File: config.mk
export PLATFORM = sky130hd
export DESIGN_NAME = iter_shifter
export DESIGN_NICKNAME = d
export VERILOG_FILES = /design/src/rtl/shift_defs.sv /design/src/rtl/shift_step.sv /design/src/rtl/iter_shifter.sv
export SDC_FILE = /design/constraint.sdc
export NUM_CORES = 1
export LEC_CHECK = 0
export ABC_AREA = 0
export BUFFER_PORTS_ARGS = -buffer_cell sky130_fd_sc_hd__buf_2
export CAP_MARGIN = 10
export CORE_MARGIN = 1.5
export CORE_UTILIZATION = 63
export DETAILED_ROUTE_END_ITERATION = 16
export PLACE_DENSITY = 0.95
export REMOVE_ABC_BUFFERS = 1
export SKIP_CTS_REPAIR_TIMING = 1
export SYNTH_ARGS = -nofsm -noshare
export SYNTH_HDL_FRONTEND = slang
export SYNTH_HIERARCHICAL = 1
export SYNTH_SLANG_ARGS = --single-unit
File: constraint.sdc
create_clock -name clk -period 6.5 [get_ports clk]
set_input_delay 1.3 -clock clk [delete_from_list [all_inputs] [get_ports clk]]
set_output_delay 1.3 -clock clk [all_outputs]
set_load 0.01 [all_outputs]
File: src/rtl/shift_defs.sv
// Shift mode and controller state encodings, shared with the ALU control decoder.
package shift_defs;

    localparam logic [1:0] OP_SLL = 2'b00;
    localparam logic [1:0] OP_SRL = 2'b01;
    localparam logic [1:0] OP_SRA = 2'b10;
    localparam logic [1:0] OP_ROR = 2'b11;

    typedef enum logic [1:0] {
        IDLE  = 2'b00,
        SHIFT = 2'b01,
        DONE  = 2'b10
    } state_t;

endpackage

File: src/rtl/shift_step.sv
// One iteration of the multi-cycle shifter: shift or rotate by k, where k <= STEP.
module shift_step
    import shift_defs::*;
#(
    parameter int WIDTH = 32,
    parameter int STEP  = 4,
    parameter int KW    = $clog2(STEP) + 1
) (
    input  logic [WIDTH-1:0] in,
    input  logic [1:0]       op,
    input  logic [KW-1:0]    k,
    output logic [WIDTH-1:0] out
);

    logic signed [WIDTH-1:0] in_s;
    logic        [WIDTH-1:0] rot;

    always_comb begin
        in_s = in;
        // Rotate via the low half of a doubled operand; correct for k == WIDTH as well.
        rot  = WIDTH'({in, in} >> k);
        out  = in;
        case (op)
            OP_SLL:  out = in << k;
            OP_SRL:  out = in >> k;
            OP_SRA:  out = in_s >>> k;
            default: out = rot;
        endcase
    end

endmodule

File: src/rtl/iter_shifter.sv
// Multi-cycle shifter (SLL/SRL/SRA/ROR) moving at most STEP bits per clock
// under a start/busy/done handshake.
module iter_shifter
    import shift_defs::*;
#(
    parameter int WIDTH = 32,
    parameter int SHW   = $clog2(WIDTH),
    parameter int STEP  = 4
) (
    input  logic             clk,
    input  logic             rst,
    input  logic             start,
    input  logic [1:0]       op,
    input  logic [SHW-1:0]   shamt,
    input  logic [WIDTH-1:0] din,
    output logic             busy,
    output logic             done,
    output logic [WIDTH-1:0] dout
);

    localparam int KW = $clog2(STEP) + 1;

    state_t           state, state_nx;
    logic [1:0]       op_r;
    logic [SHW-1:0]   rem;
    logic [KW-1:0]    k;
    logic [WIDTH-1:0] step_out;

    // Bits moved this cycle: whatever remains, capped at STEP.
    always_comb begin
        if (int'(rem) < STEP) k = KW'(rem);
        else                  k = KW'(STEP);
    end

    shift_step #(
        .WIDTH (WIDTH),
        .STEP  (STEP),
        .KW    (KW)
    ) u_step (
        .in  (dout),
        .op  (op_r),
        .k   (k),
        .out (step_out)
    );

    always_ff @(posedge clk) begin
        if (rst) state <= IDLE;
        else     state <= state_nx;
    end

    always_comb begin
        state_nx = state;
        busy     = 1'b0;
        done     = 1'b0;
        case (state)
            IDLE: begin
                if (start) state_nx = (shamt != '0) ? SHIFT : DONE;
            end
            SHIFT: begin
                busy = 1'b1;
                if (rem == SHW'(k)) state_nx = DONE;
            end
            DONE: begin
                busy     = 1'b1;
                done     = 1'b1;
                state_nx = IDLE;
            end
            default: state_nx = IDLE;
        endcase
    end

    // Operands are captured only at the accept edge; dout holds after done.
    always_ff @(posedge clk) begin
        if (rst) begin
            dout <= '0;
            rem  <= '0;
            op_r <= OP_SLL;
        end else if (state == IDLE && start) begin
            dout <= din;
            op_r <= op;
            rem  <= shamt;
        end else if (state == SHIFT) begin
            dout <= step_out;
            rem  <= rem - SHW'(k);
        end
    end

endmodule
==> impl_results.rst, run 1 <==
.. list-table::
   :header-rows: 1

   * - Metric
     - Value
   * - I/O pin count
     - 76
   * - Die X-Extent
     - 88.1 µm
   * - Global route overflow
     - 0
   * - Area fraction of the dominant cell type after synthesis
     - 18.0%
   * - Detail Placement HPWL
     - 8080 µm
   * - Synth async-reset ratio
     - 0%
   * - Post-detailed-routing wire length
     - 12,300 µm
   * - Peak VDD IR
     - 198 µV
   * - Static Leakage
     - 1.81 nW
   * - # setup viols final
     - 0
   * - Initial antenna violation count
     - 0
   * - Top post-synthesis cells by area
     - sky130_fd_sc_hd__dfxtp_1, sky130_fd_sc_hd__mux2i_1, sky130_fd_sc_hd__a211oi_1
   * - Crit path cell chain
     - nor3_1, and2_2, buf_4, mux2_2, o311ai_0, o311a_1, a21oi_1, mux2i_1, a211oi_1
   * - Final setup skew
     - 0.00605 ns
   * - Wire length of the first global-routing pass
     - 19,800 µm
   * - Post-synth EDFFs
     - 0
   * - Number of vias in the routed layout
     - 4,607
   * - Path type of the worst min-delay path
     - reg2reg
   * - Area growth from synthesis to layout
     - 5.43%
   * - Crit Path Class
     - reg2reg
   * - Worst Setup Slack, final
     - 3.03 ns
   * - Sum of negative setup slack
     - 0 ns
   * - Post-detailed-route count of antenna-violating nets
     - 0
   * - Crit path time final
     - 3.47 ns
   * - Worst setup slack before clock tree synthesis
     - 3.13 ns
   * - Final RePlAce weighted congestion
     - 0.888
   * - Count of routing violations after the opening detailed-route iteration
     - 464
   * - FMAX
     - 0.288 GHz
   * - Power per cell area
     - 266 nW/µm²
   * - Final hold vios
     - 0
   * - Dominant synthesized flop cell
     - sky130_fd_sc_hd__dfxtp_1
   * - DRC violations left
     - 0
   * - Core Box Area
     - 6910 µm²
   * - Delay of the slowest cell on the worst path
     - 0.87 ns
   * - Critical path required time
     - 6.65 ns
   * - Diodes inserted
     - 0
   * - Slew at the pin with the worst max-slew slack
     - 1.17 ns
   * - Number of global-route vias before repair
     - 4,107
   * - Floorplan die height
     - 88.1 µm
   * - Max cap viols
     - 0
   * - Clock root buffer master
     - sky130_fd_sc_hd__clkbuf_8
   * - Final Net Count
     - 648
   * - Drt wl/cell
     - 17.6 µm
   * - Die area
     - 7770 µm²
   * - Maximum fanout count along the critical path
     - 50
   * - Part of the cycle the worst path needs
     - 53.4%
   * - Buffers added on ports
     - 75
   * - Proportion of layout cells with a drive suffix above 1
     - 22.3%
   * - CTS tree
     - yes
   * - Type of destination of the critical path
     - flip-flop
   * - Placement row count
     - 30
   * - H-tree level count
     - 2
   * - Status
     - complete, no violations
   * - Crit path max-delay cell type
     - sky130_fd_sc_hd__and2_2
   * - Area of the mapped netlist
     - 4570 µm²
   * - Instance count of the mapped netlist
     - 571
   * - Seq cells post-synth
     - 41
   * - Max clock buf depth
     - 2
   * - Worst-case headroom to the max-slew limit
     - 22.0%
   * - Number of max-slew violations in the final report
     - 0
   * - Initial Util
     - 66.1%
   * - Clock input transition at the sequential cells of the worst setup and hold paths
     - 0.08 ns
   * - Count of distinct cell types in the synthesized netlist
     - 70
   * - Setup repair after global routing missed its margin
     - no
   * - Worst Path Arrival
     - 3.62 ns
   * - Sequential fraction of the synthesis area
     - 18.0%
   * - Tot GR Track Use
     - 31.8%
   * - Clk sink count
     - 41
   * - Sort of element at the start of the critical path
     - flip-flop
   * - Clock buffer count from CTS
     - 5
   * - Initial DRT Pass Iterations
     - 7
   * - Clk Latency, worst-skew pair
     - 0.29 ns
   * - Per-instance average area after synthesis
     - 8.00 µm²
   * - Synth warnings
     - 6
   * - Maximum number of pins on one net before global-route repair
     - 85
   * - Avg Vias per Cell
     - 6.60
   * - Cell accounting for the most synthesized area
     - sky130_fd_sc_hd__dfxtp_1
-- through the flow --
stage | hold slack [ns] | instances | utilization (%) | power (mW) | cell area (µm²)
3_5_place_dp | 0.500 | 690 | 68.0 | 1.04 | 4700
4_1_cts | 0.513 | 698 | 69.7 | 1.27 | 4810
5_1_grt | 0.569 | 698 | 69.7 | 1.36 | 4810
2_1_floorplan | 0.461 | 515 | - | 0.865 | 4160
6_report | 0.518 | 698 | 69.7 | 1.28 | 4810
3_3_place_gp | 0.486 | 690 | 68.0 | 1.02 | 4700
-- logic make-up after synthesis --
group	share of synthesized area, %
AND/OR/NAND/NOR	17.9
AO/OA/AOI/OAI	27.3
multiplexers	25.6
buffers and inverters	9.67
flip-flops	18.0
adder cells (fa/ha/maj)	1.37
other	0.164
-- cells in the final DEF, fill, tap and decap left out, types with 3 or more instances in the layout --
| master | Yosys | layout |
|---|---|---|
| sky130_fd_sc_hd__ha_1 | 5 | 4 |
| sky130_fd_sc_hd__mux2_4 | 5 | 5 |
| sky130_fd_sc_hd__dfxtp_1 | 41 | 41 |
| sky130_fd_sc_hd__buf_2 | 23 | 75 |
| sky130_fd_sc_hd__o21ai_0 | 23 | 23 |
| sky130_fd_sc_hd__a31oi_1 | 4 | 4 |
| sky130_fd_sc_hd__a211oi_2 | 3 | 3 |
| sky130_fd_sc_hd__o211ai_1 | 20 | 20 |
| sky130_fd_sc_hd__nand2_1 | 42 | 41 |
| sky130_fd_sc_hd__o31ai_1 | 12 | 12 |
| sky130_fd_sc_hd__nor2b_1 | 3 | 3 |
| sky130_fd_sc_hd__a211oi_1 | 40 | 40 |
| sky130_fd_sc_hd__nor2_1 | 77 | 76 |
| sky130_fd_sc_hd__nand2b_1 | 9 | 9 |
| sky130_fd_sc_hd__and3_1 | 7 | 7 |
| sky130_fd_sc_hd__mux2i_1 | 74 | 74 |
| sky130_fd_sc_hd__nand3_1 | 8 | 8 |
| sky130_fd_sc_hd__o211a_1 | 3 | 3 |
| sky130_fd_sc_hd__nand3b_1 | 4 | 4 |
| sky130_fd_sc_hd__a22oi_1 | 3 | 3 |
| sky130_fd_sc_hd__a21oi_1 | 30 | 30 |
| sky130_fd_sc_hd__o22ai_1 | 4 | 4 |
| sky130_fd_sc_hd__or3_1 | 4 | 4 |
| sky130_fd_sc_hd__o21ai_1 | 9 | 9 |
| sky130_fd_sc_hd__o21a_1 | 3 | 3 |
| sky130_fd_sc_hd__mux2_2 | 16 | 16 |
| sky130_fd_sc_hd__inv_1 | 8 | 8 |
| sky130_fd_sc_hd__mux4_2 | 5 | 5 |
| sky130_fd_sc_hd__buf_4 | 6 | 4 |
| sky130_fd_sc_hd__nor3_1 | 8 | 8 |
| sky130_fd_sc_hd__clkbuf_8 | 0 | 6 |
-- critical path: cells and delay by family (launching register included) --
family | cells | cell delay, ns
AND/OR/NAND/NOR | 2 | 1.17
AO/OA/AOI/OAI | 4 | 0.76
multiplexers | 2 | 0.59
buffers and inverters | 1 | 0.44
flip-flops | 1 | 0.34
-- cell type report --
type                       count  area (µm²)
clock inverter                 1        30.0
sequential                    41         821
timing repair buffer          79         405
tap                           96         120
inverter                       9        36.3
multi-input combinational    465        3310
clock buffer                   7        86.3
fill                         605        2090
-- sequential cells by signal (all words and copies together), names as in the netlist --
signal / cells
dout: 32
rem: 5
op_r: 2
state: 2
-- metal layers --
| layer | routed length, µm | GRT usage [%] | vias up | part of all wire (%) |
|---|---|---|---|---|
| met4 | 340 | 11.4 | 0 | 2.8 |
| met1 | 5120 | 42.7 | 2136 | 42 |
| met5 | 0 | 0 | - | 0 |
| met3 | 1030 | 4.34 | 39 | 8.3 |
| met2 | 5820 | 52.2 | 256 | 47 |
| li1 | - | - | 2176 | - |
-- power breakdown --
| part | leakage, nW | internal, mW | total (mW) | switching, mW |
|---|---|---|---|---|
| registers | 0.340 | 0.290 | 0.358 | 0.0686 |
| clock network | 0.0585 | 0.125 | 0.218 | 0.0930 |
| logic | 1.41 | 0.295 | 0.702 | 0.408 |
-- cell usage after synthesis, types with 2 or more instances --
cell type,count
sky130_fd_sc_hd__a211o_1,2
sky130_fd_sc_hd__a211oi_1,40
sky130_fd_sc_hd__a211oi_2,3
sky130_fd_sc_hd__a21oi_1,30
sky130_fd_sc_hd__a22oi_1,3
sky130_fd_sc_hd__a311oi_1,2
sky130_fd_sc_hd__a31oi_1,4
sky130_fd_sc_hd__and2_1,4
sky130_fd_sc_hd__and3_1,7
sky130_fd_sc_hd__buf_12,5
sky130_fd_sc_hd__buf_2,23
sky130_fd_sc_hd__buf_4,6
sky130_fd_sc_hd__buf_6,7
sky130_fd_sc_hd__clkbuf_1,12
sky130_fd_sc_hd__conb_1,2
sky130_fd_sc_hd__dfxtp_1,41
sky130_fd_sc_hd__ha_1,5
sky130_fd_sc_hd__inv_1,8
sky130_fd_sc_hd__mux2_2,16
sky130_fd_sc_hd__mux2_4,5
sky130_fd_sc_hd__mux2i_1,74
sky130_fd_sc_hd__mux4_2,5
sky130_fd_sc_hd__nand2_1,42
sky130_fd_sc_hd__nand2b_1,9
sky130_fd_sc_hd__nand3_1,8
sky130_fd_sc_hd__nand3b_1,4
sky130_fd_sc_hd__nor2_1,77
sky130_fd_sc_hd__nor2b_1,3
sky130_fd_sc_hd__nor3_1,8
sky130_fd_sc_hd__o211a_1,3
sky130_fd_sc_hd__o211ai_1,20
sky130_fd_sc_hd__o21a_1,3
sky130_fd_sc_hd__o21ai_0,23
sky130_fd_sc_hd__o21ai_1,9
sky130_fd_sc_hd__o22ai_1,4
sky130_fd_sc_hd__o311a_1,2
sky130_fd_sc_hd__o311ai_0,2
sky130_fd_sc_hd__o31ai_1,12
sky130_fd_sc_hd__or2_0,2
sky130_fd_sc_hd__or2_2,2
sky130_fd_sc_hd__or2b_1,2
sky130_fd_sc_hd__or3_1,4
-- path summary, 6_finish.rpt --
path	end	slack [ns]	start	cells past startpoint
max	dout[29]	3.03	rem[4]	9
min	rem[0]	0.52	rem[0]	2
max reg2reg	dout[29]	3.03	rem[4]	9
min reg2reg	rem[0]	0.52	rem[0]	2
No activity file was read; power rests on OpenSTA's default activity.
==> run 2: changes to the inputs <==
--- a/config.mk
+++ b/config.mk
@@ -9,9 +9,9 @@
 export BUFFER_PORTS_ARGS = -buffer_cell sky130_fd_sc_hd__buf_2
 export CAP_MARGIN = 10
 export CORE_MARGIN = 1.5
-export CORE_UTILIZATION = 63
+export CORE_UTILIZATION = 58
 export DETAILED_ROUTE_END_ITERATION = 16
-export PLACE_DENSITY = 0.95
+export PLACE_DENSITY = 0.9
 export REMOVE_ABC_BUFFERS = 1
 export SKIP_CTS_REPAIR_TIMING = 1
 export SYNTH_ARGS = -nofsm -noshare
==> constraint.sdc (replaced) <==
create_clock -name clk -period 3.62 [get_ports clk]
set_input_delay 0.724 -clock clk [delete_from_list [all_inputs] [get_ports clk]]
set_output_delay 0.724 -clock clk [all_outputs]
set_load 0.01 [all_outputs]
==> impl_results.rst, run 2 (synthesized netlist as in run 1, its figures left out) <==
.. list-table::
   :header-rows: 1

   * - Metric
     - Value
   * - Proportion of layout cells with a drive suffix above 1
     - 22.9% (+0.64 points)
   * - Clock input transition at the sequential cells of the worst setup and hold paths
     - 0.08 ns (about the same)
   * - Crit path max-delay cell type
     - sky130_fd_sc_hd__mux4_2
   * - Peak VDD IR
     - 242 µV (+22%)
   * - Worst hold path cell count
     - 2 (unchanged)
   * - Number of vias in the routed layout
     - 4,594 (-0.28%)
   * - Hold Crit Endpoint
     - state[0]
   * - Die X-Extent
     - 91.7 µm (+4.1%)
   * - Part of the cycle the worst path needs
     - 80.4% (+27 points)
   * - Tot GR Track Use
     - 28.8% (-3.0 points)
   * - Global Route met2 Usage
     - 47.5% (-4.7 points)
   * - Leading cell type in the layout, fill and taps excluded
     - sky130_fd_sc_hd__nor2_1
   * - Flip-flop count of the largest register, all copies and words added
     - 32 (unchanged)
   * - Final core utilization
     - 62.9% (-6.8 points)
   * - Placement row count
     - 32 (+6.7%)
   * - Met1 routing resource usage after global routing
     - 37.7% (-5.0 points)
   * - Final hold vios
     - 0 (unchanged)
   * - Worst-case headroom to the max-slew limit
     - 47.9% (+26 points)
   * - Critical path required time
     - 3.77 ns (-2.88 ns)
   * - Worst Hold Launch
     - state[0]
   * - Die area
     - 8410 µm² (+8.3%)
   * - Final RePlAce weighted congestion
     - 0.905 (+1.9%)
   * - Number of global-route vias before repair
     - 4,166 (+1.4%)
   * - Core Box Area
     - 7690 µm² (+11%)
   * - Delay of the slowest cell on the worst path
     - 0.58 ns (-0.29 ns)
   * - DRC violations left
     - 0 (unchanged)
   * - Post-detailed-route count of antenna-violating nets
     - 0 (unchanged)
   * - Diodes inserted
     - 0 (unchanged)
   * - Max cap viols
     - 0 (unchanged)
   * - Clock buffer count from CTS
     - 5 (unchanged)
   * - Number of max-slew violations in the final report
     - 0 (unchanged)
   * - CTS tree
     - yes
   * - Area of combinational cells with multiple inputs
     - 3310 µm² (unchanged)
   * - Final setup skew
     - 0.00313 ns (-0.00292 ns)
   * - Max clock buf depth
     - 2 (unchanged)
   * - Initial antenna violation count
     - 0 (unchanged)
   * - Maximum number of pins on one net before global-route repair
     - 65 (-24%)
   * - Area growth from synthesis to layout
     - 5.95%
   * - Number of fill cells
     - 716 (+18%)
   * - I/O pin count
     - 76 (unchanged)
   * - FMAX
     - 0.343 GHz (+19%)
   * - Crit path time final
     - 2.91 ns (-0.559 ns)
   * - Crit path cell chain
     - nor3_1, and2_2, buf_4, mux4_2, nand2b_1, a21oi_1, a31oi_1, mux2i_1, a211oi_1
   * - Critical path's top delay family
     - simple AND/OR/NAND/NOR gates
   * - Global route overflow
     - 0 (unchanged)
   * - Clk Latency, worst-skew pair
     - 0.30 ns (about the same)
   * - Worst setup slack before clock tree synthesis
     - 0.754 ns (-2.37 ns)
   * - H-tree level count
     - 2 (unchanged)
   * - Buffers & Inverters on Critical Path
     - 1 (unchanged)
   * - Initial DRT Pass Iterations
     - 6 (-1)
   * - Crit Path Class
     - reg2reg
   * - Top library cells by usage in the layout, fill and taps aside
     - sky130_fd_sc_hd__nor2_1, sky130_fd_sc_hd__buf_2, sky130_fd_sc_hd__mux2i_1
   * - Power per cell area
     - 457 nW/µm² (+72%)
   * - Setup repair after global routing missed its margin
     - no
   * - Worst Path Arrival
     - 3.06 ns (-0.56 ns)
   * - Floorplan die height
     - 91.7 µm (+4.1%)
   * - Largest registers ranked by flip-flop count
     - dout x32, rem x5
   * - Status
     - complete, no violations
   * - Register bank with the most flops
     - dout
   * - Drt wl/cell
     - 17.4 µm (-1.4%)
   * - Flip-flop and latch area
     - 821 µm² (unchanged)
   * - Setup slack on the worst flop-to-flop path
     - 0.71 ns (-2.32 ns)
   * - Buffers added on ports
     - 75 (unchanged)
   * - Origin of the critical flop-to-flop path
     - rem[4]
   * - Sort of element at the start of the critical path
     - flip-flop
   * - Reg2reg path depth
     - 9 (unchanged)
   * - Detail Placement HPWL
     - 8330 µm (+3.1%)
   * - Static Leakage
     - 1.83 nW (+0.89%)
   * - Maximum fanout count along the critical path
     - 36 (-28%)
   * - Count of routing violations after the opening detailed-route iteration
     - 594 (+28%)
   * - Initial Util
     - 59.4% (-6.7 points)
   * - Met3 track demand over resource in global routing
     - 5.31% (+0.97 points)
   * - Worst flop-to-flop path endpoint
     - dout[7]
   * - Most heavily used metal layer in global routing
     - met2
   * - Total stage count of the critical path
     - 9 (unchanged)
   * - Avg Vias per Cell
     - 6.48 (-1.8%)
   * - Clk sink count
     - 41 (unchanged)
   * - Type of destination of the critical path
     - flip-flop
   * - Wire length of the first global-routing pass
     - 20,000 µm (+0.87%)
   * - Slew at the pin with the worst max-slew slack
     - 0.782 ns (-0.389 ns)
   * - Final Net Count
     - 653 (+0.77%)
   * - # setup viols final
     - 0 (unchanged)
   * - Clock root buffer master
     - sky130_fd_sc_hd__clkbuf_8
   * - Path type of the worst min-delay path
     - reg2reg
   * - Post-detailed-routing wire length
     - 12,300 µm (+0.13%)
   * - Worst Setup Slack, final
     - 0.709 ns (-2.32 ns)
[run 2: cell count changes in the layout (fill, tap and decap cells not counted)]
cell                        change
sky130_fd_sc_hd__bufinv_16      -1
sky130_fd_sc_hd__buf_4          +4
sky130_fd_sc_hd__clkbuf_8       -1
sky130_fd_sc_hd__buf_12         +1
sky130_fd_sc_hd__clkinv_2       +2
[run 2: power breakdown]
group          switching [mW]  leakage [nW]  total [mW]  internal [mW]
registers               0.127         0.340       0.647          0.521
logic                   0.727          1.44        1.26          0.534
clock network           0.168        0.0450       0.302          0.134
[run 2: cell type report]
class                           count  area share, %
Multi-Input combinational cell    465           68.5
Sequential cell                    41           17.0
Timing Repair Buffer               84           9.42
Tap cell                          102           2.64
Clock buffer                        6           1.50
Inverter                            9          0.750
Clock inverter                      2          0.207
[run 2: worst max-delay path by stage]
stage,startpoint,endpoint,slack [ns]
6_report,rem[4],dout[7],0.71
5_1_grt,rem[4],dout[27],0.51
4_1_cts,rem[4],dout[7],0.74
3_5_place_dp,rem[4],dout[7],0.75
3_3_place_gp,rem[4],dout[7],0.85
2_1_floorplan,rem[4],dout[18],-0.64
[run 2: per-layer routing]
metal | vias up | share of wire [%]
met5 | - | 0
met4 | 0 | 2.3
met3 | 39 | 7.3
met2 | 220 | 47
met1 | 2144 | 43
li1 | 2191 | -
[run 2: tightest hold or removal path, delay by kind of cell (launching register included)]
family	cells	cell delay, ns
DFF	1	0.33
AOI/OAI and AO/OA	2	0.14
[run 2: stage by stage]
step           TNS (ns)  power [mW]  instance area (µm²)  hold slack (ns)  instances
2_1_floorplan    -16.10        1.55                 4160            0.461        515
3_3_place_gp          0        1.85                 4750            0.489        701
3_5_place_dp          0        1.88                 4750            0.499        701
4_1_cts               0        2.19                 4840            0.513        709
5_1_grt               0        2.36                 4840            0.533        709
6_report              0        2.21                 4840            0.514        709
==> run 3: changes to the inputs <==
--- a/config.mk
+++ b/config.mk
@@ -9,9 +9,9 @@
 export BUFFER_PORTS_ARGS = -buffer_cell sky130_fd_sc_hd__buf_2
 export CAP_MARGIN = 10
 export CORE_MARGIN = 1.5
-export CORE_UTILIZATION = 58
+export CORE_UTILIZATION = 53
 export DETAILED_ROUTE_END_ITERATION = 16
-export PLACE_DENSITY = 0.9
+export PLACE_DENSITY = 0.87
 export REMOVE_ABC_BUFFERS = 1
 export SKIP_CTS_REPAIR_TIMING = 1
 export SYNTH_ARGS = -nofsm -noshare
==> constraint.sdc (replaced) <==
create_clock -name clk -period 2.4 [get_ports clk]
set_input_delay 0.48 -clock clk [delete_from_list [all_inputs] [get_ports clk]]
set_output_delay 0.48 -clock clk [all_outputs]
set_load 0.01 [all_outputs]
==> impl_results.rst, run 3 (synthesized netlist as in run 1, its figures left out) <==
.. list-table::
   :header-rows: 1

   * - Metric
     - Value
   * - DRC violations left
     - 0 (unchanged)
   * - Area growth from synthesis to layout
     - 21.0%
   * - Final-layout worst hold slack
     - 0.437 ns (-0.0775 ns)
   * - Avg Vias per Cell
     - 6.55 (+1.1%)
   * - Part of the cycle the worst path needs
     - 99.5% (+19 points)
   * - H-tree level count
     - 2 (unchanged)
   * - Cell Count Post-Placement
     - 730 (+4.1%)
   * - Clk sink count
     - 41 (unchanged)
   * - Setup repair after global routing missed its margin
     - yes
   * - Final hold vios
     - 0 (unchanged)
   * - Detail Placement HPWL
     - 9310 µm (+12%)
   * - Drt wl/cell
     - 18.8 µm (+8.0%)
   * - Number of vias in the routed layout
     - 4,952 (+7.8%)
   * - Register bank with the most flops
     - dout
   * - Final setup skew
     - 0.0112 ns (+0.00806 ns)
   * - Top library cells by usage in the layout, fill and taps aside
     - sky130_fd_sc_hd__buf_2, sky130_fd_sc_hd__nor2_1, sky130_fd_sc_hd__mux2i_1
   * - Clock root buffer master
     - sky130_fd_sc_hd__clkbuf_8
   * - Overall power consumption
     - 3.80 mW (+72%)
   * - Slew at the pin with the worst max-slew slack
     - 0.841 ns (+0.0589 ns)
   * - Die area
     - 9180 µm² (+9.1%)
   * - Final core utilization
     - 66.6% (+3.7 points)
   * - Post-detailed-route count of antenna-violating nets
     - 0 (unchanged)
   * - Number of max-slew violations in the final report
     - 0 (unchanged)
   * - Crit path time final
     - 2.39 ns (-0.523 ns)
   * - Initial Util
     - 55.0% (-4.4 points)
   * - Worst-case headroom to the max-slew limit
     - 44.0% (-3.9 points)
   * - Worst Path Arrival
     - 2.55 ns (-0.51 ns)
   * - Sort of element at the start of the critical path
     - flip-flop
   * - Status
     - complete, no violations
   * - Critical path required time
     - 2.56 ns (-1.21 ns)
   * - Final Net Count
     - 697 (+6.7%)
   * - CTS tree
     - yes
   * - Buffers added on ports
     - 75 (unchanged)
   * - Crit Path Class
     - reg2reg
   * - Power per cell area
     - 688 nW/µm² (+51%)
   * - Clock buffer count from CTS
     - 5 (unchanged)
   * - Clk Latency, worst-skew pair
     - 0.30 ns (about the same)
   * - Initial antenna violation count
     - 0 (unchanged)
   * - Global route overflow
     - 0 (unchanged)
   * - Count of routing violations after the opening detailed-route iteration
     - 395 (-34%)
   * - Leading cell type in the layout, fill and taps excluded
     - sky130_fd_sc_hd__buf_2
   * - Max cap viols
     - 0 (unchanged)
   * - Post-detailed-routing wire length
     - 14,200 µm (+15%)
   * - Core Box Area
     - 8300 µm² (+8.0%)
   * - Peak VDD IR
     - 323 µV (+33%)
   * - Cell area after placement
     - 5000 µm² (+5.2%)
   * - Total non-filler cell area in the finished layout
     - 5530 µm² (+14%)
   * - Proportion of layout cells with a drive suffix above 1
     - 32.1% (+9.2 points)
   * - # setup viols final
     - 0 (unchanged)
   * - FMAX
     - 0.419 GHz (+22%)
   * - Type of destination of the critical path
     - flip-flop
   * - Maximum fanout count along the critical path
     - 9 (-75%)
   * - Final standard cell count with taps included and fillers excluded
     - 756 (+6.6%)
   * - Clock input transition at the sequential cells of the worst setup and hold paths
     - 0.09 ns (about the same)
   * - Diodes inserted
     - 0 (unchanged)
   * - Flip-flop count of the largest register, all copies and words added
     - 32 (unchanged)
   * - Number of global-route vias before repair
     - 4,329 (+3.9%)
   * - Floorplan die height
     - 95.8 µm (+4.5%)
   * - Maximum number of pins on one net before global-route repair
     - 43 (-34%)
   * - I/O pin count
     - 76 (unchanged)
   * - Initial DRT Pass Iterations
     - 5 (-1)
   * - Path type of the worst min-delay path
     - in2reg
   * - Placement row count
     - 33 (+3.1%)
   * - Static Leakage
     - 2.13 nW (+17%)
   * - Final RePlAce weighted congestion
     - 0.880 (-2.8%)
   * - Max clock buf depth
     - 2 (unchanged)
   * - Die X-Extent
     - 95.8 µm (+4.5%)
   * - Tot GR Track Use
     - 28.7% (-0.092 points)
   * - Wire length of the first global-routing pass
     - 21,000 µm (+5.1%)
   * - Largest registers ranked by flip-flop count
     - dout x32, rem x5
==> run 3: final cells by class <==
cell class,instances,area (µm²)
well taps,105,131
fillers,692,2770
multi-input cells,466,3470
clock inverters,1,5.00
flip-flops and latches,41,822
inverters,9,36.3
repair buffers,127,968
clock buffers,7,96.3
==> run 3: power by group <==
part | internal (mW) | leakage (nW) | switching (mW)
clock network | 0.261 | 0.0542 | 0.270
logic | 1.04 | 1.73 | 1.25
registers | 0.786 | 0.340 | 0.193
==> run 3: through the flow <==
stage | worst slack (ns) | TNS (ns)
final | 0.0120 | 0
after global routing | -0.0744 | -0.595
after CTS | -0.0550 | -0.210
after detailed placement | -0.0282 | -0.0639
after global placement | 0.00574 | 0
after floorplan | -1.86 | -55.25
==> run 3: final timing paths <==
| kind | from | end | slack [ns] | depth (start not counted) |
|---|---|---|---|---|
| setup / recovery | rem[3] | dout[28] | 0.01 | 10 |
| hold / removal | op[0] | op_r[0] | 0.44 | 3 |
| setup reg to reg | rem[3] | dout[28] | 0.01 | 10 |
| hold reg to reg | state[0] | state[0] | 0.52 | 2 |
==> run 3: worst max-delay path, cell delays in order (launching register included) <==
cell and delay (ns):
sky130_fd_sc_hd__dfxtp_2 0.35, sky130_fd_sc_hd__nor3_4 0.25, sky130_fd_sc_hd__and2_4 0.22, sky130_fd_sc_hd__buf_8 0.14
sky130_fd_sc_hd__clkbuf_16 0.17, sky130_fd_sc_hd__mux2i_1 0.30, sky130_fd_sc_hd__mux2i_1 0.16, sky130_fd_sc_hd__a31oi_1 0.30
sky130_fd_sc_hd__a22oi_1 0.11, sky130_fd_sc_hd__mux2i_1 0.16, sky130_fd_sc_hd__a211oi_1 0.09
==> run 3: routing by layer <==
| layer | part of all wire (%) | global-route usage [%] | wire length (µm) |
|---|---|---|---|
| met1 | 42 | 39.3 | 6020 |
| met2 | 46 | 45.6 | 6560 |
| met3 | 8.6 | 3.95 | 1220 |
| met4 | 2.7 | 10.7 | 386 |
| met5 | 0 | 0 | 0 |
